**config.mk**
```make
export PLATFORM = sky130hd
export DESIGN_NAME = tristate_bus_reader
export DESIGN_NICKNAME = d
export VERILOG_FILES = /design/src/rtl/tristate_bus_reader.sv
export SDC_FILE = /design/constraint.sdc
export NUM_CORES = 1
export LEC_CHECK = 0
export BUFFER_PORTS_ARGS = -buffer_cell sky130_fd_sc_hd__buf_4
export CAP_MARGIN = 25
export CORE_MARGIN = 1
export CORE_UTILIZATION = 49
export CTS_BUF_LIST = sky130_fd_sc_hd__clkbuf_16
export DETAILED_ROUTE_END_ITERATION = 16
export PLACE_DENSITY = 0.83
export SKIP_LAST_GASP = 1
export SLEW_MARGIN = 10
export SYNTH_ARGS = -nofsm -noshare
export SYNTH_HDL_FRONTEND = slang
export SYNTH_SLANG_ARGS = --single-unit
```
**constraint.sdc**
```tcl
create_clock -name clk -period 2.6 [get_ports clk]
set_input_delay 0.13 -clock clk [delete_from_list [all_inputs] [get_ports clk]]
set_output_delay 0.13 -clock clk [all_outputs]
set_load 0.05 [all_outputs]
```
**src/rtl/tristate_bus_reader.sv**
```systemverilog
// -----------------------------------------------------------------------------
// tristate_bus_reader
//
// Receiving end of a shared tri-state data bus. Up to N_SRC sources raise a
// request. A round-robin arbiter picks one winner and turns on that source's
// tri-state drive enable for exactly one cycle. The bus is sampled on the edge
// that closes that cycle. The captured word is then offered on a valid/ready
// output, tagged with the id of the source that drove it. Only one transfer is
// in flight at a time, so at most one drive enable is ever high.
//
// Output handshake: data_out and src_id are qualified by out_valid. A word is
// consumed on a rising edge where out_valid && out_ready. While out_valid is
// high and out_ready is low, data_out, src_id and out_valid stay frozen.
// out_valid never drops without a completed handshake, except on reset.
//
// Parameters
//   WIDTH  bus and data width
//   N_SRC  number of bus sources (2..8)
//   SRC_W  source id width, ceil(log2(N_SRC)), minimum 1
//
// Ports
//   clk        rising-edge clock
//   reset      synchronous, active-high reset
//   bus        resolved value of the shared tri-state bus
//   req        per-source request, held until that source's en is seen
//   en         per-source drive enable; one-hot or zero; registered
//   data_out   captured bus word
//   src_id     index of the source that drove data_out
//   out_valid  data_out / src_id valid
//   out_ready  consumer accepts the word
//   state_dbg  current FSM state (0 IDLE, 1 DRIVE, 2 HOLD), for observation
// -----------------------------------------------------------------------------
module tristate_bus_reader #(
    parameter int WIDTH = 16,
    parameter int N_SRC = 4,
    parameter int SRC_W = (N_SRC > 1) ? $clog2(N_SRC) : 1
) (
    input  logic             clk,
    input  logic             reset,
    input  logic [WIDTH-1:0] bus,
    input  logic [N_SRC-1:0] req,
    output logic [N_SRC-1:0] en,
    output logic [WIDTH-1:0] data_out,
    output logic [SRC_W-1:0] src_id,
    output logic             out_valid,
    input  logic             out_ready,
    output logic [1:0]       state_dbg
);

    typedef enum logic [1:0] {
        ST_IDLE  = 2'd0,
        ST_DRIVE = 2'd1,
        ST_HOLD  = 2'd2
    } state_t;

    state_t           state_q, state_d;
    logic [SRC_W-1:0] ptr_q, ptr_d;       // round-robin search start
    logic [SRC_W-1:0] grant_q, grant_d;   // source owning the current transfer
    logic [N_SRC-1:0] en_q, en_d;
    logic [WIDTH-1:0] data_q, data_d;
    logic [SRC_W-1:0] src_id_q, src_id_d;
    logic             valid_q, valid_d;

    logic             win_found;
    logic [SRC_W-1:0] win_idx;
    logic             accept;

    // Adds an offset to a source index and wraps at N_SRC, not at 2**SRC_W,
    // so non-power-of-two source counts never produce an id >= N_SRC.
    // Callers only pass base < N_SRC and off <= N_SRC.
    function automatic logic [SRC_W-1:0] wrap_add(input logic [SRC_W-1:0] base,
                                                  input int off);
        int sum;
        sum = int'(base) + off;
        if (sum >= N_SRC) begin
            sum = sum - N_SRC;
        end
        return SRC_W'(sum);
    endfunction

    // -------------------------------------------------------------------------
    // Round-robin arbiter: scan from ptr_q upward, wrapping, first set req wins.
    // -------------------------------------------------------------------------
    always_comb begin
        win_found = 1'b0;
        win_idx   = '0;
        for (int i = 0; i < N_SRC; i++) begin
            if (!win_found && req[wrap_add(ptr_q, i)]) begin
                win_found = 1'b1;
                win_idx   = wrap_add(ptr_q, i);
            end
        end
    end

    assign accept = valid_q && out_ready;

    // -------------------------------------------------------------------------
    // FSM: state register
    // -------------------------------------------------------------------------
    always_ff @(posedge clk) begin
        if (reset) begin
            state_q  <= ST_IDLE;
            ptr_q    <= '0;
            grant_q  <= '0;
            en_q     <= '0;
            data_q   <= '0;
            src_id_q <= '0;
            valid_q  <= 1'b0;
        end else begin
            state_q  <= state_d;
            ptr_q    <= ptr_d;
            grant_q  <= grant_d;
            en_q     <= en_d;
            data_q   <= data_d;
            src_id_q <= src_id_d;
            valid_q  <= valid_d;
        end
    end

    // -------------------------------------------------------------------------
    // FSM: next-state logic
    // -------------------------------------------------------------------------
    always_comb begin
        state_d = state_q;
        case (state_q)
            ST_IDLE: begin
                if (win_found) begin
                    state_d = ST_DRIVE;
                end
            end
            ST_DRIVE: begin
                state_d = ST_HOLD;
            end
            ST_HOLD: begin
                if (accept) begin
                    state_d = ST_IDLE;
                end
            end
            default: begin
                state_d = ST_IDLE;
            end
        endcase
    end

    // -------------------------------------------------------------------------
    // FSM: output / datapath next values
    // en_d defaults to zero, so an enable can only be high in the single cycle
    // following an IDLE grant; every other state drops it.
    // -------------------------------------------------------------------------
    always_comb begin
        en_d     = '0;
        grant_d  = grant_q;
        ptr_d    = ptr_q;
        data_d   = data_q;
        src_id_d = src_id_q;
        valid_d  = valid_q;
        case (state_q)
            ST_IDLE: begin
                if (win_found) begin
                    en_d    = {{(N_SRC-1){1'b0}}, 1'b1} << win_idx;
                    grant_d = win_idx;
                end
            end
            ST_DRIVE: begin
                // The bus is sampled even if the winner dropped req meanwhile.
                data_d   = bus;
                src_id_d = grant_q;
                valid_d  = 1'b1;
                ptr_d    = wrap_add(grant_q, 1);
            end
            ST_HOLD: begin
                if (accept) begin
                    valid_d = 1'b0;
                end
            end
            default: begin
                valid_d = 1'b0;
            end
        endcase
    end

    assign en        = en_q;
    assign data_out  = data_q;
    assign src_id    = src_id_q;
    assign out_valid = valid_q;
    assign state_dbg = state_q;

    // Bus-contention invariant: never more than one drive enable.
    a_en_onehot0: assert property (@(posedge clk) $onehot0(en_q));

    // An enable is only ever high while in DRIVE.
    a_en_only_in_drive: assert property (@(posedge clk)
        (en_q != '0) |-> (state_q == ST_DRIVE));

    // Held word stays frozen under back-pressure.
    a_hold_stable: assert property (@(posedge clk) disable iff (reset)
        (valid_q && !out_ready) |=> (valid_q && $stable(data_q) && $stable(src_id_q)));

endmodule
```
==> results of run 1 <==
layout make-up:
class,instances,area (um2),area share
Clock buffer,5,125,0.0794
Sequential cell,29,581,0.368
Clock inverter,3,12.5,0.00794
Timing Repair Buffer,48,360,0.229
Multi-Input combinational cell,89,460,0.292
Inverter,1,3.75,0.00238
Tap cell,27,33.8,0.0214
critical path, cell delays in order, from the launching register on:
cell and delay [ps]:
dfxtp_1 430, nor2b_1 560, buf_4 290, nor2_1 50, a211oi_1 190
registers in the layout (all words and copies together) (netlist names):
register / flops
ptr_q: 2
data_out: 16
state_dbg: 2
out_valid: 1
grant_q: 2
src_id: 2
en: 4
cell usage after synthesis:
cell type   n
nand3b_1    3
nand2b_1    1
o21ai_0     2
or2_1       1
and3b_1     1
clkbuf_1    2
o21a_1      1
buf_2       4
xnor2_1     1
o41ai_2     1
nor3b_1     2
nor2b_1     4
dfxtp_1    29
a21oi_1    20
a211oi_1    1
nand2_1    37
o32ai_2     1
and2b_1     1
a21boi_0    1
nor3b_2     1
o22ai_1     1
buf_6       1
nor3_1      3
inv_1       1
nor2_1      6
logic make-up after synthesis:
logic type             count (synthesis)
AO/OA/AOI/OAI                         28
XOR/XNOR                               1
buffers and inverters                  8
flip-flops                            29
AND/OR/NAND/NOR                       60
cells in the final DEF (no fill, tap or decap):
cell / n
nand2b_1: 1
nor3b_2: 1
a211oi_1: 1
buf_4: 48
dfxtp_1: 29
nand2_1: 37
clkbuf_16: 5
o22ai_1: 1
nor2b_1: 4
o21ai_0: 2
o32ai_2: 1
nor2_1: 6
clkinv_2: 1
or2_1: 1
a21boi_0: 1
nand3b_1: 3
nor3b_1: 2
o21a_1: 1
clkinv_1: 2
inv_1: 1
a21oi_1: 20
xnor2_1: 1
o41ai_2: 1
nor3_1: 3
and2b_1: 1
and3b_1: 1
metrics by stage:
step                instance area [um2]  cells  setup slack [ps]  hold WS (ps)
floorplan                          1080    126              1190           203
global placement                   1440    194              1070           377
detailed placement                 1440    194              1040           389
CTS                                1580    202               992           108
global route                       1580    202               886           119
finish                             1580    202              1000           111
worst paths after layout:
check	startpoint	end	slack, ps	depth (start not counted)
max	state_dbg[0]$_SDFFE_PP0P_	ptr_q[1]$_SDFFE_PP0P_	1000	4
min	bus[3]	data_out[3]$_SDFFE_PP0P_	110	3
max reg2reg	state_dbg[0]$_SDFFE_PP0P_	ptr_q[1]$_SDFFE_PP0P_	1000	4
min reg2reg	data_out[13]$_SDFFE_PP0P_	data_out[13]$_SDFFE_PP0P_	450	2
power by group through the flow:
stage               combinational (uW)  clock (uW)  sequential, uW
floorplan                          103           0             627
global placement                   299           0             518
detailed placement                 305           0             521
CTS                                307         530             514
global route                       325         554             520
finish                             305         523             515
routing by layer:
layer | track usage | share of wire | up-vias | wire length [um]
li1 | - | - | 512 | -
met1 | 0.270 | 0.42 | 459 | 1060
met2 | 0.377 | 0.49 | 39 | 1220
met3 | 0.106 | 0.075 | 4 | 188
met4 | 0.0882 | 0.011 | 0 | 27
met5 | 0 | 0 | - | 0
==> impl_metrics.tcl, run 1 <==
set metrics [dict create \
    status "finished, final reports clean" \
    fin_util 0.780 \
    hpwl_mm 1.68 \
    place.gp.congestion 0.748 \
    grt.overflow.total 0 \
    syn_avg_cell_area_um2 8.60 \
    start_util 0.536 \
    post_cts_buffers 0 \
    synth_nets 149 \
    synth_compound_area_frac 0.158 \
    final.fill_count 153 \
    drv_cap 0 \
    syn_area_mm2 0.00108 \
    grt_pass1_vias 944 \
    power_density_mw_per_mm2 852 \
    crit_arrival_ps 1780 \
    clk_latency_ps 270 \
    antenna_found_initial 0 \
    cts_tree "yes" \
    wl_mm 2.50 \
    drv_slew 0 \
    hold_viol 0 \
    ys_ff_latch 29 \
    required_ps 2780 \
    grt_pass1_wl_mm 4.16 \
    power.internal_uw 935 \
    clock.fmax_ghz 0.625 \
    htree_levels 2 \
    antenna_left 0 \
    postCtsResizedCells 0 \
    skew_ps 4.57 \
    p_switching_uw 408 \
    synth_top_family_by_area "simple AND/OR/NAND/NOR gates" \
    io_buffers 47 \
    viasPerCell 5.02 \
    synth_fa_ha_area_frac 0 \
    path_clk_slew_ps 50 \
    swShare 0.304 \
    synthXorXnorAreaFrac 0.00808 \
    slew_headroom 0.493 \
    grt_max_degree 26 \
    ctsRootBufferMaster "clkbuf_16" \
    rsz0062_at_grt "no" \
    fin_setup_tns_ps 0 \
    cts_buffers 5 \
    yosys.area.top_type "dfxtp_1" \
    worstMarginPinSlew_ps 761 \
    ys_seq_area_frac 0.536 \
    clkSinkCount 29 \
    clockPowerShare 0.390 \
    cts_hold_buf 0 \
    post_drt_wl_per_cell_um 12.4 \
    boundaryPins 48 \
    holdCritPathClass "primary input to flip-flop" \
    share_seq_of_total_power 0.383 \
    routed-via-count 1014 \
    finalCritPeriodShare 0.615 \
    n_antenna_cell 0 \
    synth.top_cell.area_share 0.536 \
    synthTopCellsByArea "dfxtp_1 (54%), nand2_1 (13%), a21oi_1 (9.2%)" \
    path_max_fanout 11 \
    syn_inst 126 \
    power_frac_comb 0.227 \
    power_uw 1340 \
    ys_warn_count 0 \
    start_kind "flip-flop" \
    irDropWorstVdd_mv 0.652 \
    first_pass_iters 4 \
    drive_gt1_frac 0.326 \
    synth.area.mux_share 0 \
    nNetsFinal 197 \
    area_delta_synth_final_pct 45.5 \
    drtIter0Drc 13 \
    cts_max_path_buffers 2 \
    fin_crit_ps 1600 \
    yosysUniqueCellTypes 25 \
    power.static_leakage_uw 0.000687 \
    end_kind "flip-flop" \
    die-area_mm2 0.00240 \
    grt_util_all_layers 0.234 \
    worst-setup-path-type "flip-flop to flip-flop" \
    setup_viol 0 \
    drc 0 \
    core-area_mm2 0.00202 \
    rows 16 \
    die_w_um 49.0 \
    chipHeight_um 49.0 \
    synthSimpleGateAreaFrac 0.259 \
]
(Power assumes the default switching activity.)
==> run 2, diff against run 1 <==
- ABC_AREA: not set -> 1
- CORE_UTILIZATION: 49 -> 48
- PLACE_DENSITY: 0.83 -> 0.78
- clock period: 2.6 -> 1.5 ns (I/O delays scaled with it)
==> impl_metrics.tcl, run 2 <==
set metrics [dict create \
    cts_max_path_buffers 2 \
    largest_reg_flops 16 \
    synth.top_cell.area_share 0.432 \
    drtIter0Drc 53 \
    power_density_mw_per_mm2 2410 \
    holdCritPathClass "primary input to flip-flop" \
    hold_ws_ps 6.34 \
    violations "setup timing" \
    drive_gt1_frac 0.423 \
    rows 18 \
    async_reset_ff_frac 0 \
    path_clk_slew_ps 50 \
    ys_seq_area_frac 0.432 \
    post_drt_wl_per_cell_um 13.6 \
    io_buffers 47 \
    cts_buffers 5 \
    regToRegSetupSlack_ps -20 \
    die_w_um 54.9 \
    wl_mm 3.78 \
    antenna_left 0 \
    clock.fmax_ghz 0.659 \
    required_ps 1710 \
    viasPerCell 5.24 \
    dpl_cell_area_mm2 0.00175 \
    start_util 0.523 \
    ys_warn_count 0 \
    crit_arrival_ps 1730 \
    drv_cap 0 \
    area_delta_synth_final_pct 53.4 \
    grt_max_degree 23 \
    hold_end "state_dbg[1]$_SDFFE_PP0P_" \
    ys_ff_latch 29 \
    hpwl_mm 2.24 \
    grt_pass1_vias 1168 \
    synthTopCellsByArea "dfxtp_1 (43%), nor2_1 (12%), nand2_1 (9.2%)" \
    nNetsFinal 270 \
    synth_edf_count 0 \
    yosysUniqueCellTypes 19 \
    worstHoldStart "reset" \
    die-area_mm2 0.00302 \
    r2r_cells 12 \
    final.fill_count 174 \
    clkSinkCount 29 \
    htree_levels 2 \
    design_area_mm2 0.00206 \
    yosys.area.top_type "dfxtp_1" \
    grt.overflow.total 0 \
    first_pass_iters 4 \
    cts_tree "yes" \
    worstHoldPathCells 2 \
    clk_latency_ps 270 \
    power.static_leakage_uw 0.00104 \
    core-area_mm2 0.00257 \
    synthFlopType "dfxtp_1" \
    start_kind "flip-flop" \
    end_kind "flip-flop" \
    syn_area_mm2 0.00134 \
    path_max_fanout 10 \
    rr_endpoint "en[1]$_SDFF_PP0_" \
    ctsRootBufferMaster "clkbuf_16" \
    routed-via-count 1456 \
    layout_common_cells "buf_4 (53), nor2_1 (44), nand2_1 (25), dfxtp_1 (25), o21ai_0 (19)" \
    worstMarginPinSlew_ps 557 \
    cts_hold_buf 0 \
    synthTopCellsByCount "nor2_1 (44), nand2_1 (33), dfxtp_1 (29)" \
    synth.most_common_cell "nor2_1" \
    skew_ps 5.29 \
    status "complete, but fails checks" \
    irDropWorstVdd_mv 1.78 \
    place.gp.congestion 0.903 \
    slew_headroom 0.628 \
    fin_util 0.803 \
    worst-setup-path-type "flip-flop to flip-flop" \
    fin_crit_ps 1520 \
    regToRegStartpoint "ptr_q[0]$_SDFFE_PP0P_" \
    syn_avg_cell_area_um2 7.00 \
    synth_nets 215 \
    fin_setup_tns_ps -17.8 \
    final_common_cell "buf_4" \
    syn_inst 192 \
    finalCritPeriodShare 1.01 \
    drc 0 \
    boundaryPins 48 \
    chipHeight_um 54.9 \
    setup_viol 2 \
    grt_pass1_wl_mm 5.07 \
    n_antenna_cell 0 \
    antenna_found_initial 0 \
    drv_slew 0 \
    worst_slack_ps -16.6 \
    rsz0062_at_grt "yes" \
    grt_util_all_layers 0.242 \
    hold_viol 0 \
]
[run 2: changes by cell type after synthesis, moves of 4 or more]
cell,previous run,this run
o21ai_0,2,19
nand2_2,0,16
nor2_4,0,4
clkbuf_1,2,6
nand2_1,37,33
buf_2,4,0
a21oi_1,20,5
nor2_1,6,44
nand3_1,0,9
nor2b_1,4,0
inv_1,1,16
[run 2: how the worst max path moves through the flow]
stage	cells past startpoint	slack, ps	endpoint	start
5_1_grt	12	-120	en[1]$_SDFF_PP0_	ptr_q[0]$_SDFFE_PP0P_
3_3_place_gp	11	70	grant_q[1]$_SDFFE_PP0P_	ptr_q[1]$_SDFFE_PP0P_
2_1_floorplan	5	150	ptr_q[1]$_SDFFE_PP0P_	state_dbg[0]$_SDFFE_PP0P_
4_1_cts	12	8	grant_q[1]$_SDFFE_PP0P_	ptr_q[0]$_SDFFE_PP0P_
6_report	12	-20	en[1]$_SDFF_PP0_	ptr_q[0]$_SDFFE_PP0P_
3_5_place_dp	11	10	grant_q[1]$_SDFFE_PP0P_	ptr_q[0]$_SDFFE_PP0P_
[run 2: area by class of cell]
class / count / area, um2 / area share
multi-input combinational: 136 / 744 / 0.361
sequential: 29 / 591 / 0.287
tap: 30 / 37.5 / 0.0182
clock buffer: 5 / 125 / 0.0607
timing repair buffer: 55 / 443 / 0.215
inverter: 20 / 82.6 / 0.0401
clock inverter: 3 / 37.5 / 0.0182
[run 2: metrics by stage]
step                      power (uW)  setup slack (ps)  std cells
after floorplan                 2900               148        192
after global placement          3480              67.1        266
after detailed placement        3530              13.0        266
after CTS                       4660              7.79        274
after global routing            5200              -118        278
final                           4960             -16.6        278
[run 2: cells by family after synthesis]
group	share of synthesized area
AO/OA/AOI/OAI	0.108
buffers and inverters	0.0866
flip-flops	0.432
AND/OR/NAND/NOR	0.373
[run 2: what timing repair did]
action,CTS,global route
gates cloned,0,1
setup endpoints to repair,2,6
pin swaps,0,7
buffers inserted,0,3
resized for setup,2,25
[run 2: report_power, final]
| group | internal, uW | switching (uW) |
|---|---|---|
| clock network | 769 | 333 |
| logic | 851 | 1800 |
| registers | 1040 | 166 |
| total | 2660 | 2300 |
[run 2: layer usage]
layer	share of wire	GRT usage	up-vias
li1	-	-	711
met1	0.40	0.284	662
met2	0.50	0.394	72
met3	0.082	0.0929	11
met4	0.020	0.100	0
met5	0	0	-
[run 2: worst max-delay path, stage by stage, from the launching register on]
cell	delay (ps)
dfxtp_4	360
buf_12	140
inv_8	90
nand2_2	80
nand2_4	90
nand2_1	70
nand2_1	100
nand2_2	90
nand3_2	110
nand2_2	80
nor2_4	100
inv_1	70
nor2_1	90
==> run 3, diff against run 2 <==
- CORE_UTILIZATION: 48 -> 35
- PLACE_DENSITY: 0.78 -> not set
==> impl_metrics.tcl, run 3 (synthesis results as in run 2) <==
set metrics [dict create \
    status "finished, final reports clean" \
    power.static_leakage_uw 0.00101 \
    swShare 0.450 \
    antenna_left 0 \
    regToRegStartpoint "ptr_q[0]$_SDFFE_PP0P_" \
    crit_arrival_ps 1690 \
    regToRegSetupSlack_ps 10 \
    setup_viol 0 \
    start_kind "flip-flop" \
    clk_latency_ps 270 \
    irDropWorstVdd_mv 0.985 \
    grt.overflow.total 0 \
    dp_slack_ps 47.7 \
    drive_gt1_frac 0.402 \
    postCtsResizedCells 0 \
    cts_max_path_buffers 2 \
    worstMarginPinSlew_ps 364 \
    layout_common_cells "buf_4 (51), nor2_1 (42), nand2_1 (29), dfxtp_1 (25)" \
    grt_util_all_layers 0.160 \
    power_density_mw_per_mm2 2360 \
    finalCritPeriodShare 0.991 \
    rsz0062_at_grt "yes" \
    required_ps 1700 \
    critPathSlowestCell "dfxtp_4" \
    largest_reg_flops 16 \
    dp_cells 285 \
    path_clk_slew_ps 50 \
    drtIter0Drc 26 \
    start_util 0.367 \
    power.internal_uw 2600 \
    fin_crit_ps 1490 \
    htree_levels 2 \
    die_w_um 64.0 \
    n_antenna_cell 0 \
    wl_mm 3.06 \
    drv_slew 0 \
    share_seq_of_total_power 0.249 \
    r2r_cells 10 \
    rows 22 \
    hpwl_mm 2.16 \
    power_frac_comb 0.520 \
    clkSinkCount 29 \
    use_met2 0.262 \
    boundaryPins 48 \
    routed-via-count 1321 \
    die-area_mm2 0.00409 \
    cp_cell_sequence "buf_12 -> nand2_1 -> nand2_2 -> o21ai_2 -> inv_2 -> nand3_4 -> nand2_4 -> nor2_4 -> nand2_2 -> nor2_1" \
    slew_headroom 0.757 \
    grt_max_degree 22 \
    drv_cap 0 \
    dpl_cell_area_mm2 0.00178 \
    cts_buffers 5 \
    clockPowerShare 0.230 \
    core-area_mm2 0.00366 \
    final_common_cell "buf_4" \
    cts_tree "yes" \
    p_switching_uw 2130 \
    power_uw 4720 \
    crit_top_cell "nand2_2" \
    viasPerCell 4.49 \
    crit_family "simple AND/OR/NAND/NOR gates" \
    clock.fmax_ghz 0.672 \
    ctsRootBufferMaster "clkbuf_16" \
    post_drt_wl_per_cell_um 10.4 \
    end_kind "flip-flop" \
    worstHoldStart "reset" \
    cts_hold_buf 0 \
    worstHoldPathCells 2 \
    cpPeakStageDelay_ps 350 \
    chipHeight_um 64.0 \
    io_buffers 47 \
    rr_endpoint "en[2]$_SDFF_PP0_" \
    grt_pass1_vias 1214 \
    holdCritPathClass "primary input to flip-flop" \
    fin_cells 294 \
    first_pass_iters 4 \
    worst_slack_ps 12.9 \
    hold_end "state_dbg[0]$_SDFFE_PP0P_" \
    drc 0 \
    skew_ps 5.39 \
    grt-busiest-layer "met2" \
    crit_buf_inv 2 \
    hold_viol 0 \
    post_cts_buffers 0 \
    use_met1 0.192 \
    place.gp.congestion 0.771 \
    grt_pass1_wl_mm 5.11 \
    area_delta_synth_final_pct 49.3 \
    path_max_fanout 5 \
    design_area_mm2 0.00201 \
    nNetsFinal 268 \
    met3_usage 0.0554 \
    antenna_found_initial 0 \
    worst-setup-path-type "flip-flop to flip-flop" \
]
==> run 3: changes by cell type in the layout (fill, tap and decap cells not counted), moves of 2 or more <==
cell | previous run | this run
buf_4 | 53 | 51
nand2_1 | 25 | 29
nand2_2 | 17 | 19
nand2_4 | 7 | 1
nand3_1 | 5 | 7
nand3_4 | 3 | 1
nor2_1 | 44 | 42
nor2_2 | 1 | 3
==> run 3: worst reg2reg max path, delay by kind of cell (launching register included) <==
family          cells  cell delay, ps
flops               1             350
buf+inv             2             210
simple gates        7             680
compound gates      1             180
==> run 3: layout make-up <==
class                           instances  area [um2]
Timing Repair Buffer                   53         428
Inverter                               20        82.6
Clock inverter                          3        37.5
Fill cell                             377        1660
Clock buffer                            5         125
Tap cell                               48        60.1
Sequential cell                        29         588
Multi-Input combinational cell        136         684
==> run 3: worst max-delay path by stage <==
stage	startpoint	depth (start not counted)	to	slack [ps]
CTS	ptr_q[1]$_SDFFE_PP0P_	11	grant_q[1]$_SDFFE_PP0P_	30
global route	ptr_q[0]$_SDFFE_PP0P_	10	en[2]$_SDFF_PP0_	-90
floorplan	state_dbg[0]$_SDFFE_PP0P_	5	ptr_q[1]$_SDFFE_PP0P_	150
global placement	ptr_q[1]$_SDFFE_PP0P_	11	grant_q[1]$_SDFFE_PP0P_	20
detailed placement	ptr_q[1]$_SDFFE_PP0P_	11	grant_q[1]$_SDFFE_PP0P_	50
finish	ptr_q[0]$_SDFFE_PP0P_	10	en[2]$_SDFF_PP0_	10
==> run 3: through the flow <==
step | hold slack, ps | utilization | TNS, ps
floorplan | 137 | - | 0
global placement | 280 | 0.485 | 0
detailed placement | 288 | 0.485 | 0
CTS | 4.57 | 0.529 | 0
global route | 4.64 | 0.548 | -402
finish | 3.82 | 0.548 | 0
==> run 3: power groups by stage <==
stage	registers, uW	clock network (uW)	logic [uW]
global route	1210	1150	2680
global placement	1180	0	2340
finish	1180	1090	2460
detailed placement	1180	0	2350
floorplan	1890	0	1010
CTS	1170	1110	2350
==> run 3: layer usage <==
| metal | routed length, um | part of all wire |
|---|---|---|
| met1 | 1400 | 0.46 |
| met4 | 62 | 0.020 |
| met2 | 1450 | 0.47 |
| met3 | 149 | 0.049 |
| met5 | 0 | 0 |
